<file path="config.mk">
export PLATFORM = sky130hd
export DESIGN_NAME = timer_bus_sequencer
export DESIGN_NICKNAME = d
export VERILOG_FILES = /design/src/rtl/timer_bus_sequencer.sv
export SDC_FILE = /design/constraint.sdc
export NUM_CORES = 1
export LEC_CHECK = 0
export CORE_UTILIZATION = 50
export CTS_CLUSTER_DIAMETER = 200
export DETAILED_ROUTE_END_ITERATION = 16
export PLACE_DENSITY_LB_ADDON = 0.05
export RECOVER_POWER = 50
export SETUP_SLACK_MARGIN = 0.3
export SYNTH_ARGS = -nofsm -noshare
export SYNTH_HDL_FRONTEND = slang
export SYNTH_SLANG_ARGS = --single-unit
</file>
<file path="constraint.sdc">
create_clock -name clk -period 2.5 [get_ports clk]
set_input_delay 0.5 -clock clk [delete_from_list [all_inputs] [get_ports clk]]
set_output_delay 0.5 -clock clk [all_outputs]
set_load 0.02 [all_outputs]
</file>
<file path="src/rtl/timer_bus_sequencer.sv">
// Host-side read/write sequencer for a three-counter 8254-style timer.
// Decodes bus transactions into control-word loads, CR byte strobes and read data.
module timer_bus_sequencer #(
    parameter int          N_CNT      = 3,
    parameter logic [7:0]  IDLE_RDATA = 8'h00
) (
    input  logic                  clk,
    input  logic                  rst_n,
    input  logic                  bus_valid,
    input  logic                  bus_rw,
    input  logic [1:0]            bus_addr,
    input  logic [7:0]            bus_wdata,
    output logic [7:0]            bus_rdata,
    output logic                  bus_rvalid,
    output logic [5:0]            cw_data,
    output logic [N_CNT-1:0]      cw_load,
    output logic [7:0]            cr_wdata,
    output logic [N_CNT-1:0]      cr_write_low,
    output logic [N_CNT-1:0]      cr_write_high,
    input  logic [16*N_CNT-1:0]   count_live,
    input  logic [N_CNT-1:0]      cnt_out,
    input  logic [N_CNT-1:0]      null_count
);

    typedef enum logic {
        PTR_LOW  = 1'b0,
        PTR_HIGH = 1'b1
    } ptr_t;

    logic                reqValid_q;
    logic                reqRw_q;
    logic [1:0]          reqAddr_q;
    logic [7:0]          reqWdata_q;

    logic [5:0]          cfg_q      [N_CNT];
    logic [5:0]          cfg_d      [N_CNT];
    ptr_t                ptr_q      [N_CNT];
    ptr_t                ptr_d      [N_CNT];
    logic [15:0]         latchCnt_q [N_CNT];
    logic [15:0]         latchCnt_d [N_CNT];
    logic [7:0]          status_q   [N_CNT];
    logic [7:0]          status_d   [N_CNT];
    logic [N_CNT-1:0]    cntLatched_q, cntLatched_d;
    logic [N_CNT-1:0]    statLatched_q, statLatched_d;

    logic [7:0]          rdata_q, rdata_d;
    logic                rvalid_q, rvalid_d;
    logic [5:0]          cwData_q, cwData_d;
    logic [N_CNT-1:0]    cwLoad_q, cwLoad_d;
    logic [7:0]          crWdata_q, crWdata_d;
    logic [N_CNT-1:0]    crLow_q, crLow_d;
    logic [N_CNT-1:0]    crHigh_q, crHigh_d;

    logic [1:0]          sc;
    logic [15:0]         srcCnt;

    assign sc = reqWdata_q[7:6];

    // The request is registered first; all decoding acts on the registered copy,
    // which places every pulse and read byte one edge after the sampling edge.
    always_comb begin
        cfg_d         = cfg_q;
        ptr_d         = ptr_q;
        latchCnt_d    = latchCnt_q;
        status_d      = status_q;
        cntLatched_d  = cntLatched_q;
        statLatched_d = statLatched_q;
        rdata_d       = '0;
        rvalid_d      = 1'b0;
        cwData_d      = '0;
        cwLoad_d      = '0;
        crWdata_d     = '0;
        crLow_d       = '0;
        crHigh_d      = '0;
        srcCnt        = '0;

        if (reqValid_q && !reqRw_q && reqAddr_q == 2'd3) begin
            if (sc == 2'b11) begin
                // Read-back: COUNT_n and STATUS_n are active low; mask bit i+1 selects counter i.
                for (int i = 0; i < N_CNT; i++) begin
                    if (reqWdata_q[i+1]) begin
                        if (!reqWdata_q[5] && !cntLatched_q[i]) begin
                            latchCnt_d[i]   = count_live[16*i +: 16];
                            cntLatched_d[i] = 1'b1;
                        end
                        if (!reqWdata_q[4] && !statLatched_q[i]) begin
                            status_d[i]      = {cnt_out[i], null_count[i], cfg_q[i]};
                            statLatched_d[i] = 1'b1;
                        end
                    end
                end
            end else begin
                for (int i = 0; i < N_CNT; i++) begin
                    if (sc == 2'(i)) begin
                        if (reqWdata_q[5:4] == 2'b00) begin
                            if (!cntLatched_q[i]) begin
                                latchCnt_d[i]   = count_live[16*i +: 16];
                                cntLatched_d[i] = 1'b1;
                            end
                        end else begin
                            cfg_d[i]         = reqWdata_q[5:0];
                            cwData_d         = reqWdata_q[5:0];
                            cwLoad_d[i]      = 1'b1;
                            ptr_d[i]         = PTR_LOW;
                            cntLatched_d[i]  = 1'b0;
                            statLatched_d[i] = 1'b0;
                        end
                    end
                end
            end
        end else if (reqValid_q && !reqRw_q) begin
            crWdata_d = reqWdata_q;
            for (int i = 0; i < N_CNT; i++) begin
                if (reqAddr_q == 2'(i)) begin
                    case (cfg_q[i][5:4])
                        2'b01: crLow_d[i] = 1'b1;
                        2'b10: crHigh_d[i] = 1'b1;
                        2'b11: begin
                            if (ptr_q[i] == PTR_LOW) begin
                                crLow_d[i] = 1'b1;
                                ptr_d[i]   = PTR_HIGH;
                            end else begin
                                crHigh_d[i] = 1'b1;
                                ptr_d[i]    = PTR_LOW;
                            end
                        end
                        default: ;
                    endcase
                end
            end
        end else if (reqValid_q) begin
            rvalid_d = 1'b1;
            rdata_d  = IDLE_RDATA;
            // Read source priority: latched status, then latched count, then the live count.
            for (int i = 0; i < N_CNT; i++) begin
                if (reqAddr_q == 2'(i)) begin
                    srcCnt = cntLatched_q[i] ? latchCnt_q[i] : count_live[16*i +: 16];
                    if (statLatched_q[i]) begin
                        rdata_d          = status_q[i];
                        statLatched_d[i] = 1'b0;
                    end else begin
                        case (cfg_q[i][5:4])
                            2'b01: begin
                                rdata_d         = srcCnt[7:0];
                                cntLatched_d[i] = 1'b0;
                            end
                            2'b10: begin
                                rdata_d         = srcCnt[15:8];
                                cntLatched_d[i] = 1'b0;
                            end
                            2'b11: begin
                                if (ptr_q[i] == PTR_LOW) begin
                                    rdata_d  = srcCnt[7:0];
                                    ptr_d[i] = PTR_HIGH;
                                end else begin
                                    rdata_d         = srcCnt[15:8];
                                    ptr_d[i]        = PTR_LOW;
                                    cntLatched_d[i] = 1'b0;
                                end
                            end
                            default: rdata_d = IDLE_RDATA;
                        endcase
                    end
                end
            end
        end
    end

    // Reset discards the pending request, every latch and the programmed modes.
    always_ff @(posedge clk or negedge rst_n) begin
        if (!rst_n) begin
            reqValid_q    <= 1'b0;
            reqRw_q       <= 1'b0;
            reqAddr_q     <= '0;
            reqWdata_q    <= '0;
            for (int i = 0; i < N_CNT; i++) begin
                cfg_q[i]      <= '0;
                ptr_q[i]      <= PTR_LOW;
                latchCnt_q[i] <= '0;
                status_q[i]   <= '0;
            end
            cntLatched_q  <= '0;
            statLatched_q <= '0;
            rdata_q       <= '0;
            rvalid_q      <= 1'b0;
            cwData_q      <= '0;
            cwLoad_q      <= '0;
            crWdata_q     <= '0;
            crLow_q       <= '0;
            crHigh_q      <= '0;
        end else begin
            reqValid_q    <= bus_valid;
            reqRw_q       <= bus_rw;
            reqAddr_q     <= bus_addr;
            reqWdata_q    <= bus_wdata;
            for (int i = 0; i < N_CNT; i++) begin
                cfg_q[i]      <= cfg_d[i];
                ptr_q[i]      <= ptr_d[i];
                latchCnt_q[i] <= latchCnt_d[i];
                status_q[i]   <= status_d[i];
            end
            cntLatched_q  <= cntLatched_d;
            statLatched_q <= statLatched_d;
            rdata_q       <= rdata_d;
            rvalid_q      <= rvalid_d;
            cwData_q      <= cwData_d;
            cwLoad_q      <= cwLoad_d;
            crWdata_q     <= crWdata_d;
            crLow_q       <= crLow_d;
            crHigh_q      <= crHigh_d;
        end
    end

    assign bus_rdata     = rdata_q;
    assign bus_rvalid    = rvalid_q;
    assign cw_data       = cwData_q;
    assign cw_load       = cwLoad_q;
    assign cr_wdata      = crWdata_q;
    assign cr_write_low  = crLow_q;
    assign cr_write_high = crHigh_q;

endmodule

</file>
==> summary.txt <==
Timing
  – Worst Clk Skew: roughly 0.0047 ns
  – Slew Viols, Final: 0
  – Final Hold Viols: 0
  – Final setup viols: 0
  – Tmin final: 2.163 ns
  – Slew @ Worst Pin: 0.9145 ns
  – Slew headroom: 39.03%
  – FMAX: 0.4622 GHz
  – Unrepaired setup endpoints after global routing: true
  – Fin Setup TNS: 0 ns
  – Worst setup margin: about 0.34 ns
  – Fin crit share: 86.54%
  – Final hold slack: 0.4838 ns

Power and ir drop
  – Maximum VDD drop: between 400 and 500 uV
  – PD cells: 755.5 nW/um^2
  – Total power: 6.495 mW
  – Leakage power: 3.834 nW

Clock tree
  – Root Buffer: clkbuf_16
  – H-tree Lvls: 4
  – Clock edge transition at the registers on the reported setup and hold paths: 0.06 ns
  – Skew-Pair Late Insertion Delay: 0.42 ns
  – Clock sinks: 143
  – CTS tree: yes
  – CTS Buf Count: 17
  – Clock tree buffer depth: 2

Logic synthesis
  – Synth top area share: 53.19%
  – FF+latch count, synth: roughly 140
  – Async S/R FF share, synth: 100.0%
  – Simple-Gate Fraction of Synth Area: 9.931%
  – Synth warn: 0
  – Post-Syn Instances: 547
  – Cell taking the most area after synthesis: dfrtp_1
  – Avg Cell Area, Syn: 12.30 um^2
  – Post-synth EDFFs: 0
  – Synth Area in XOR/XNOR: 0%
  – Complex-gate fraction of the synthesized area: between 10% and 20%
  – Adder-cell area share of the yosys netlist: 2.232%
  – Synth top area cells: dfrtp_1, mux2_2, mux2i_1
  – Main combinational cell family by area after synthesis: multiplexers
  – Syn nets: 627
  – Post-synthesis mux area share: 20.72%
  – Synth cell types: 53
  – Synth Flop Type: dfrtp_1
  – Cell area after synthesis: 6728 um^2
  – Post-synthesis sequential area ratio: 53.19%

Floorplan
  – IO Count: 100
  – Die width: 118.0 um
  – Initial Utilization: 51.01%
  – Core Area: 13190 um^2
  – Rows: 42
  – Die Footprint: 13920 um^2
  – Die H: 118.0 um

Finish
  – Antenna cells: 0
  – Most frequent cells in the layout: dfrtp_1, clkdlybuf4s50_1, mux2_2, mux2i_1, nand2_1
  – Leading cell type in the layout, fill and taps excluded: dfrtp_1
  – # fillers: 1017
  – Area delta synth->final: 27.79%
  – Layout cells sized above 1: 22.71%
  – Final nets: 745

Run
  – Max Cap Viol: 0

Worst setup path
  – Worst setup SP type: register
  – CP required: 2.81 ns
  – Slowest-stage cell, CP: dfrtp_1
  – Crit-path most repeated cell: buf_4
  – Delay-heaviest family, CP: buffers and inverters
  – Crit path max fanout: 16
  – WP data arrival: 2.47 ns
  – Slowest stage delay, CP: ~0.43 ns
  – Kind of critical path: register to register
  – Worst Path Buf+Inv: 2
  – Cell Chain, Critical Path: and4b_1, buf_4, nand2_4, a2111oi_4, buf_4, mux2_2
  – Critical Path End Type: register
  – R2R Setup Slk: 0.34 ns

Hold path
  – Type of the tightest min-delay check: register to register

Drt
  – Post-DR wirelength/cell: 19.53 um
  – Post-Route WL: 16680 um
  – Initial DRC Count: around 320
  – Detailed-route DRC error count: 0
  – Via-to-Cell Ratio: 5.717
  – Antenna Violating Nets Remaining: 0
  – Initial DRT Pass Iterations: 5
  – Via count: 4882

Global route
  – Vias in the first global route: 5013
  – GRT Residual Overflow: 0
  – First-pass GRT wire length: ~27000 um
  – GRT Total Usage: 25.82%
  – Initial antenna violation count: 0
  – Largest net degree at the start of global routing: between 60 and 70

Placement
  – Pre-CTS setup slack: 0.2004 ns
  – Detailed Place HPWL: 11530 um
  – GPL Wtd Cong: between 0.9 and 1
  – Input/output buffers: 99

Run status
  – Status: finished, final reports clean
[synth_stat cells, types with 2 or more instances]
| cell | instances |
|---|---|
| dfrtp_1 | 143 |
| mux2_2 | 74 |
| mux2i_1 | 47 |
| nand2_1 | 36 |
| a21oi_1 | 27 |
| o21ai_0 | 25 |
| o22ai_1 | 23 |
| nor3_1 | 19 |
| a221oi_1 | 15 |
| and2_1 | 13 |
| clkbuf_1 | 13 |
| ha_1 | 12 |
| nor2_1 | 12 |
| inv_1 | 9 |
| nor2b_1 | 8 |
| buf_2 | 7 |
| mux2_4 | 6 |
| and3_1 | 4 |
| buf_6 | 4 |
| nand3_1 | 4 |
| buf_4 | 3 |
| nand2b_1 | 3 |
| a2111oi_4 | 2 |
| a21o_1 | 2 |
| a22o_1 | 2 |
| a41oi_1 | 2 |
| nand2_4 | 2 |
| nor4b_4 | 2 |
| o2bb2ai_1 | 2 |
| o32ai_1 | 2 |
| or4b_1 | 2 |
[stage by stage]
| stage | instances | util, % | cell area [um^2] |
|---|---|---|---|
| finish | 854 | 65.18 | 8597 |
| global route | 854 | 65.18 | 8597 |
| CTS | 854 | 65.15 | 8593 |
| detailed placement | 821 | 60.65 | 8000 |
| global placement | 821 | 60.65 | 8000 |
| floorplan | 547 | - | 6728 |
[cells by family (layout without fill, tap and decap cells)]
group,count (synthesis),after routing
muxes,127,127
and+or+nand+nor,117,117
adders and majority gates,12,12
buffers and inverters,38,169
DFF,143,143
AOI/OAI and AO/OA,110,110
[repair_timing]
item	CTS	global route
resized for setup	3	5
setup buffers	0	0
hold buffers	1	0
pin swaps	0	0
endpoints found under the hold margin	24	0
setup endpoints to repair	53	54
[state kept, by name (all words and copies together) (netlist names)]
name,flops
reqAddr_q,2
ptr_q,3
status_q,24
cw_data,6
reqRw_q,1
cr_write_low,3
cfg_q,18
bus_rdata,8
cw_load,3
cr_write_high,3
statLatched_q,3
reqWdata_q,8
cr_wdata,8
reqValid_q,1
cntLatched_q,3
latchCnt_q,48
bus_rvalid,1
[per-layer routing]
layer / vias up / wire [um] / global-route usage [%]
li1: 2247 / - / -
met1: 2450 / 7536 / 34.77
met2: 160 / 7997 / 40.22
met3: 25 / 857 / 6.977
met4: 0 / 287 / 9.054
met5: - / 0 / 0
[worst min-delay path: stages, from the launching register on]
cell	delay (ns)
dfrtp_1	0.35
nand2_1	0.05
nand2_1	0.05
[power by group]
part / internal (mW) / switching, mW / leakage, nW
registers: 2.57 / 0.211 / 1.87
logic: 0.645 / 0.629 / 1.69
clock network: 1.50 / 0.939 / 0.281
[final timing paths]
path | end | cells past startpoint | from
hold / removal | cfg_q[13] | 2 | cfg_q[13]
hold reg to reg | cfg_q[13] | 2 | cfg_q[13]
setup reg to reg | latchCnt_q[12] | 6 | reqRw_q
setup / recovery | latchCnt_q[12] | 6 | reqRw_q
min in group asynchronous | latchCnt_q[40] | 2 | rst_n
max in group asynchronous | latchCnt_q[19] | 3 | rst_n
[final cells by class]
type | count | area (um^2) | area share (%)
Timing Repair Buffer | 127 | 1200 | 13.96
Multi-Input combinational cell | 366 | 2984 | 34.71
Inverter | 10 | 37.54 | 0.4366
Clock buffer | 20 | 456.7 | 5.312
Sequential cell | 143 | 3581 | 41.65
Tap cell | 176 | 220.2 | 2.561
Clock inverter | 12 | 117.6 | 1.368
Power figures use the tool's default switching activity.
